**src/rtl/softmax_norm_if.sv**
```systemverilog
// Handshake bundle for softmax_norm: element vector plus reduced sum in,
// normalised fixed-point fractions out.
interface softmax_norm_if #(
  parameter int NUM_INPUTS = 4,
  parameter int DATA_WIDTH = 16,
  parameter int FRAC_BITS  = 15
);
  localparam int OUT_W = FRAC_BITS + 1;

  logic                          in_valid;
  logic                          in_ready;
  logic [NUM_INPUTS*DATA_WIDTH-1:0] in_vec;
  logic [DATA_WIDTH-1:0]         in_sum;
  logic                          out_valid;
  logic                          out_ready;
  logic [NUM_INPUTS*OUT_W-1:0]   out_vec;
  logic                          div_zero;

  modport master (
    output in_valid, in_vec, in_sum, out_ready,
    input  in_ready, out_valid, out_vec, div_zero
  );

  modport slave (
    input  in_valid, in_vec, in_sum, out_ready,
    output in_ready, out_valid, out_vec, div_zero
  );
endinterface

```
**src/rtl/softmax_norm.sv**
```systemverilog
// Softmax normalisation: one shared restoring divider computes x_i*2^FRAC_BITS/sum per lane.
// Define SOFTMAX_NORM_ROUND_EN for round-to-nearest quotients instead of floor.
module softmax_norm #(
  parameter int NUM_INPUTS = 4,
  parameter int DATA_WIDTH = 16,
  parameter int FRAC_BITS  = 15
) (
  input  logic           clk,
  input  logic           rst,
  softmax_norm_if.slave  bus
);
  localparam int OUT_W = FRAC_BITS + 1;
  localparam int ITER  = DATA_WIDTH + FRAC_BITS;
  localparam int ITW   = $clog2(ITER);
  localparam int EW    = (NUM_INPUTS > 1) ? $clog2(NUM_INPUTS) : 1;
  localparam logic [OUT_W-1:0] OUT_MAX = {OUT_W{1'b1}};

  typedef enum logic [1:0] {IDLE, DIV, DONE} state_e;

  state_e                          state_q, state_d;
  logic [EW-1:0]                   elem_q, elem_d;
  logic [ITW-1:0]                  iter_q, iter_d;
  logic [DATA_WIDTH-1:0]           sum_q, sum_d;
  logic [NUM_INPUTS*DATA_WIDTH-1:0] vec_q, vec_d;
  logic [ITER-1:0]                 dividend_q, dividend_d;
  logic [DATA_WIDTH-1:0]           rem_q, rem_d;
  logic [ITER-2:0]                 quo_q, quo_d;
  logic [NUM_INPUTS*OUT_W-1:0]     out_vec_q, out_vec_d;
  logic                            div_zero_q, div_zero_d;
  logic                            out_valid_q, out_valid_d;
  logic                            in_ready_q, in_ready_d;

  logic [DATA_WIDTH-1:0] in_lane  [NUM_INPUTS];
  logic [DATA_WIDTH-1:0] vec_lane [NUM_INPUTS];

  for (genvar gi = 0; gi < NUM_INPUTS; gi++) begin : g_lane
    assign in_lane[gi]  = bus.in_vec[gi*DATA_WIDTH +: DATA_WIDTH];
    assign vec_lane[gi] = vec_q[gi*DATA_WIDTH +: DATA_WIDTH];
  end

  // One restoring step: shift in the next dividend bit, subtract if it fits.
  logic [DATA_WIDTH:0]   rem_shift;
  logic                  q_bit;
  logic [DATA_WIDTH-1:0] rem_new;
  logic [ITER-1:0]       quo_new;
  logic [OUT_W-1:0]      lane_sat;
  logic [OUT_W-1:0]      lane_val;
  logic                  last_iter;
  logic                  last_elem;
  logic                  accept;
  logic [EW-1:0]         elem_inc;

  assign rem_shift = {rem_q, dividend_q[ITER-1]};
  assign q_bit     = (rem_shift >= {1'b0, sum_q});
  assign rem_new   = q_bit ? DATA_WIDTH'(rem_shift - {1'b0, sum_q}) : rem_shift[DATA_WIDTH-1:0];
  assign quo_new   = {quo_q, q_bit};
  assign lane_sat  = (|quo_new[ITER-1:OUT_W]) ? OUT_MAX : quo_new[OUT_W-1:0];

`ifdef SOFTMAX_NORM_ROUND_EN
  assign lane_val = (({rem_new, 1'b0} >= {1'b0, sum_q}) && (lane_sat != OUT_MAX))
                    ? lane_sat + OUT_W'(1) : lane_sat;
`else
  assign lane_val = lane_sat;
`endif

  assign last_iter = (iter_q == ITW'(ITER - 1));
  assign last_elem = (elem_q == EW'(NUM_INPUTS - 1));
  assign accept    = bus.in_valid && in_ready_q;
  assign elem_inc  = elem_q + EW'(1);

  always_ff @(posedge clk or posedge rst) begin
    if (rst) begin
      state_q     <= IDLE;
      elem_q      <= '0;
      iter_q      <= '0;
      sum_q       <= '0;
      vec_q       <= '0;
      dividend_q  <= '0;
      rem_q       <= '0;
      quo_q       <= '0;
      out_vec_q   <= '0;
      div_zero_q  <= 1'b0;
      out_valid_q <= 1'b0;
      in_ready_q  <= 1'b1;
    end else begin
      state_q     <= state_d;
      elem_q      <= elem_d;
      iter_q      <= iter_d;
      sum_q       <= sum_d;
      vec_q       <= vec_d;
      dividend_q  <= dividend_d;
      rem_q       <= rem_d;
      quo_q       <= quo_d;
      out_vec_q   <= out_vec_d;
      div_zero_q  <= div_zero_d;
      out_valid_q <= out_valid_d;
      in_ready_q  <= in_ready_d;
    end
  end

  always_comb begin
    state_d = state_q;
    unique case (state_q)
      IDLE: if (accept) state_d = (bus.in_sum == '0) ? DONE : DIV;
      DIV:  if (last_iter && last_elem) state_d = DONE;
      DONE: if (out_valid_q && bus.out_ready) state_d = IDLE;
      default: state_d = IDLE;
    endcase
  end

  always_comb begin
    elem_d      = elem_q;
    iter_d      = iter_q;
    sum_d       = sum_q;
    vec_d       = vec_q;
    dividend_d  = dividend_q;
    rem_d       = rem_q;
    quo_d       = quo_q;
    out_vec_d   = out_vec_q;
    div_zero_d  = div_zero_q;
    out_valid_d = 1'b0;
    in_ready_d  = (state_d == IDLE);
    unique case (state_q)
      IDLE: begin
        if (accept) begin
          vec_d  = bus.in_vec;
          sum_d  = bus.in_sum;
          elem_d = '0;
          iter_d = '0;
          rem_d  = '0;
          quo_d  = '0;
          dividend_d = {in_lane[0], {FRAC_BITS{1'b0}}};
          if (bus.in_sum == '0) begin
            out_vec_d  = '0;
            div_zero_d = 1'b1;
          end else begin
            div_zero_d = 1'b0;
          end
        end
      end
      DIV: begin
        dividend_d = {dividend_q[ITER-2:0], 1'b0};
        rem_d      = rem_new;
        quo_d      = quo_new[ITER-2:0];
        iter_d     = iter_q + ITW'(1);
        if (last_iter) begin
          out_vec_d[elem_q*OUT_W +: OUT_W] = lane_val;
          if (last_elem) begin
            out_valid_d = 1'b1;
          end else begin
            // Next lane starts on the following edge, no idle cycle between lanes.
            elem_d     = elem_inc;
            iter_d     = '0;
            rem_d      = '0;
            quo_d      = '0;
            dividend_d = {vec_lane[elem_inc], {FRAC_BITS{1'b0}}};
          end
        end
      end
      DONE: begin
        // A zero-sum result enters DONE with out_valid low and raises it one cycle later.
        out_valid_d = !(out_valid_q && bus.out_ready);
      end
      default: ;
    endcase
  end

  assign bus.in_ready  = in_ready_q;
  assign bus.out_valid = out_valid_q;
  assign bus.out_vec   = out_vec_q;
  assign bus.div_zero  = div_zero_q;
endmodule

```
**src/flat_wrapper.sv**
```systemverilog
// flat-port wrapper written by rule: the top's interface ports become plain ports
module softmax_norm_flat 
#(
  parameter int NUM_INPUTS = 4,
  parameter int DATA_WIDTH = 16,
  parameter int FRAC_BITS  = 15
)
  (clk, rst, bus_in_valid, bus_in_vec, bus_in_sum, bus_out_ready, bus_in_ready, bus_out_valid, bus_out_vec, bus_div_zero);
  softmax_norm_if #(.NUM_INPUTS(NUM_INPUTS), .DATA_WIDTH(DATA_WIDTH), .FRAC_BITS(FRAC_BITS)) bus_i ();
  input  logic clk;
  input  logic rst;
  input wire logic [$bits(bus_i.in_valid)-1:0] bus_in_valid;
  input wire logic [$bits(bus_i.in_vec)-1:0] bus_in_vec;
  input wire logic [$bits(bus_i.in_sum)-1:0] bus_in_sum;
  input wire logic [$bits(bus_i.out_ready)-1:0] bus_out_ready;
  output wire logic [$bits(bus_i.in_ready)-1:0] bus_in_ready;
  output wire logic [$bits(bus_i.out_valid)-1:0] bus_out_valid;
  output wire logic [$bits(bus_i.out_vec)-1:0] bus_out_vec;
  output wire logic [$bits(bus_i.div_zero)-1:0] bus_div_zero;
  assign bus_i.in_valid = bus_in_valid;
  assign bus_i.in_vec = bus_in_vec;
  assign bus_i.in_sum = bus_in_sum;
  assign bus_i.out_ready = bus_out_ready;
  assign bus_in_ready = bus_i.in_ready;
  assign bus_out_valid = bus_i.out_valid;
  assign bus_out_vec = bus_i.out_vec;
  assign bus_div_zero = bus_i.div_zero;
  softmax_norm #(.NUM_INPUTS(NUM_INPUTS), .DATA_WIDTH(DATA_WIDTH), .FRAC_BITS(FRAC_BITS)) u_core (.clk(clk), .rst(rst), .bus(bus_i));
endmodule
```
**config.mk**
```make
export PLATFORM = sky130hd
export DESIGN_NAME = softmax_norm_flat
export DESIGN_NICKNAME = d
export VERILOG_FILES = /design/src/rtl/softmax_norm_if.sv /design/src/rtl/softmax_norm.sv /design/src/flat_wrapper.sv
export SDC_FILE = /design/constraint.sdc
export NUM_CORES = 1
export LEC_CHECK = 0
export ABC_AREA = 1
export BUFFER_PORTS_ARGS = -buffer_cell sky130_fd_sc_hd__buf_2
export CORE_MARGIN = 2
export CORE_UTILIZATION = 58
export DETAILED_ROUTE_END_ITERATION = 10
export PLACE_DENSITY = 0.87
export SYNTH_ARGS = -nofsm -noshare
export SYNTH_HDL_FRONTEND = slang
export SYNTH_SLANG_ARGS = --single-unit
```
**constraint.sdc**
```tcl
create_clock -name clk -period 7.3 [get_ports clk]
set_input_delay 0.365 -clock clk [delete_from_list [all_inputs] [get_ports clk]]
set_output_delay 0.365 -clock clk [all_outputs]
set_load 0.03 [all_outputs]
```
==> reports/metrics.csv <==
metric,value,unit
syn_area,10840,µm²
path_cells,clkinv_1 > ha_1 > nor3_2 > nand3_1 > o21ai_2,
cts_max_path_buffers,3,
synth_top_area_share,50.07,%
synth_edf_count,0,
powerDensity,496.3,nW/µm²
vias_per_cell,5.521,
clock_sinks,218,
start_util,58.56,%
die-area,19810,µm²
hold-worst-slack,-0.04659,ns
timing_hold_violations_final,9,
synthMostInstantiatedCell,nand2_1,
cts_tree,yes,
synthMuxAreaShare,0,%
crit_path_max_incr_delay,1.02,ns
ys_seq_area_share,50.32,%
drive_gt1_share,16.28,%
clkTransAtPathRegs,0.07,ns
placed_cell_area,11610,µm²
postRouteAntennaNets,0,
drt_iter0_markers,974,
status,"finished, violations left",
cp_data_required_time,7.74,ns
tns,0,ns
wl_per_cell,15.45,µm
io_pins,151,
synthFlopType,dfrtp_1,
fin_crit_sh,57.49,%
cpLargestDelayFamily,simple AND/OR/NAND/NOR gates,
synthAdderAreaFrac,3.184,%
crit_fanout,69,
skew,0.01247,ns
grt_setup_unrepaired,no,
setup_viol,0,
io_buffers,150,
synth_xor_area_share,0.5654,%
post_cts_buffers,0,
synth_simple_gate_area_share,24.61,%
synth_top_family_by_area,simple AND/OR/NAND/NOR gates,
wl,26.48,mm
synth_seq_cells,218,
remaining_drc_errors,0,
ir_drop,232.8,µV
min_period,4.197,ns
fin_nets,1574,
antenna_found_initial,0,
avgSynthCellArea,8.033,µm²
p_leak,6.548,nW
async_flop_share,100.0,%
synth_compound_area_share,12.95,%
slew_viol_final,0,
maxCapViolations,0,
row_count,50,
firstDrtPassIters,5,
crit_arrival,4.64,ns
synthCells,1350,
critical_path_buf_inv_count,1,
cp-end-kind,flip-flop,
path_class,reg2reg,
slew_headroom,20.01,%
yosysWarnings,0,
yosysTopAreaCell,dfrtp_1,
final_cell_area,12460,µm²
grt_pass1_wl,44.28,mm
critPathLaunch,u_core.elem_q[0]$_DFFE_PP0P_,
syn_to_final_growth,14.86,%
numCtsBuffers,23,
die_w,140.7,µm
vias,9463,
total_power,6.182,mW
grt_max_degree,140,
slowest_stage,dfrtp_2,
synthTopCellsByArea,"dfrtp_1, nand2_1, o21ai_0",
grtUsageTotal,27.14,%
dp_hpwl,17.65,mm
max_freq,238.3,MHz
r2r_start,u_core.elem_q[0]$_DFFE_PP0P_,
yosysUniqueCellTypes,44,
grt_pass1_vias,8993,
hold_buffers,0,
synthTopCellsByCount,"nand2_1, dfrtp_1, inv_1, o21ai_0, nand3_1",
tightest_slew,1.197,ns
hp-class,in2async,
cts_max_level,1,
cp-start-kind,flip-flop,
die_y,140.7,µm
syn_nets,1461,
core,18520,µm²
cts_root_buf,clkbuf_16,
clk_latency,0.52,ns
diodes,0,
violations,hold timing,
cts_resized,0,
gr-total-overflow,0,
gp_congestion,0.9090,
registers in the layout, indices dropped and copies added, names as in the netlist:
register / flops
u_core.vec_q: 64
u_core.elem_q: 2
u_core.dividend_q: 16
u_core.bus.div_zero: 1
u_core.sum_q: 16
u_core.quo_q: 30
u_core.bus.out_vec: 64
u_core.bus.in_ready: 1
u_core.rem_q: 16
u_core.state_q: 2
u_core.iter_q: 5
u_core.bus.out_valid: 1
final timing paths:
| kind | end | slack (ns) | cells after the start |
|---|---|---|---|
| max in group asynchronous | u_core.elem_q[0]$_DFFE_PP0P_ | 5.74 | 3 |
| worst max register to register | u_core.bus.out_vec[3]$_DFFE_PP0P_ | 3.10 | 5 |
| worst min-delay path | u_core.quo_q[25]$_DFFE_PP0P_ | -0.05 | 2 |
| worst max-delay path | u_core.bus.out_vec[3]$_DFFE_PP0P_ | 3.10 | 5 |
| min in group clk | u_core.vec_q[57]$_DFFE_PP0P_ | 0.04 | 3 |
| worst min register to register | u_core.vec_q[38]$_DFFE_PP0P_ | 0.48 | 2 |
report_power, final:
group	switching [mW]	internal, mW	leakage [nW]
combinational	2.14	0.864	3.31
sequential	0.256	1.63	2.83
clock	0.500	0.791	0.406
final cells by class:
| class | instances | area (µm²) |
|---|---|---|
| Multi-Input combinational cell | 909 | 4479 |
| Timing Repair Buffer | 153 | 773.2 |
| Clock buffer | 26 | 616.8 |
| Inverter | 158 | 603.1 |
| Clock inverter | 16 | 232.7 |
| Tap cell | 234 | 292.8 |
| Fill cell | 1509 | 6062 |
| Sequential cell | 218 | 5458 |
logic make-up (layout without fill, tap and decap cells):
kind of cell               after synthesis  after routing
buffers and inverters                  223            353
and+or+nand+nor                        632            632
AOI/OAI and AO/OA                      243            243
xor gates and xnor gates                 7              7
DFF                                    218            218
adders and majority gates               27             27
layer usage:
layer / up-vias / share of wire, % / global-route usage [%]
li1: 4564 / - / -
met1: 4451 / 45 / 39.82
met2: 401 / 46 / 43.65
met3: 47 / 7.0 / 3.057
met4: 0 / 2.0 / 7.105
met5: - / 0 / 0
stage by stage:
stage / util (%) / hold slack [ns] / instances / setup slack, ns
final: 67.26 / -0.04659 / 1714 / 3.103
after global routing: 67.26 / 0.03672 / 1714 / 2.713
after detailed placement: 62.68 / 0.4556 / 1672 / 3.184
after global placement: 62.68 / 0.4483 / 1672 / 3.291
after CTS: 67.26 / 0.02883 / 1714 / 3.176
after floorplan: - / 0.4366 / 1350 / 0.9723
cells in the final DEF (no fill, tap or decap), types with 3 or more instances in the layout:
cell        synthesis  layout
o221ai_1            3       3
inv_2               6       6
nand4_1             9       9
ha_1               26      26
a21boi_0            4       4
a32oi_1             3       3
buf_4               2       3
nand3_1            93      93
nor3_1              4       4
clkinvlp_4          0       5
nand2_1           440     440
nor2_1             54      54
o21ai_0           123     123
nor2_2              3       3
clkinv_2            0       5
bufinv_16           0       5
nand3b_1           12      12
a21oi_1            37      37
clkbuf_16           0      23
inv_1             149     148
o21ai_1            11      11
a31oi_1             5       5
buf_2              18     150
o21ai_2            21      21
clkbuf_8            0       3
dfrtp_1           217     216
xnor2_1             7       7
and2_1              5       5
o22ai_1            30      30
(Power assumes the default switching activity.)
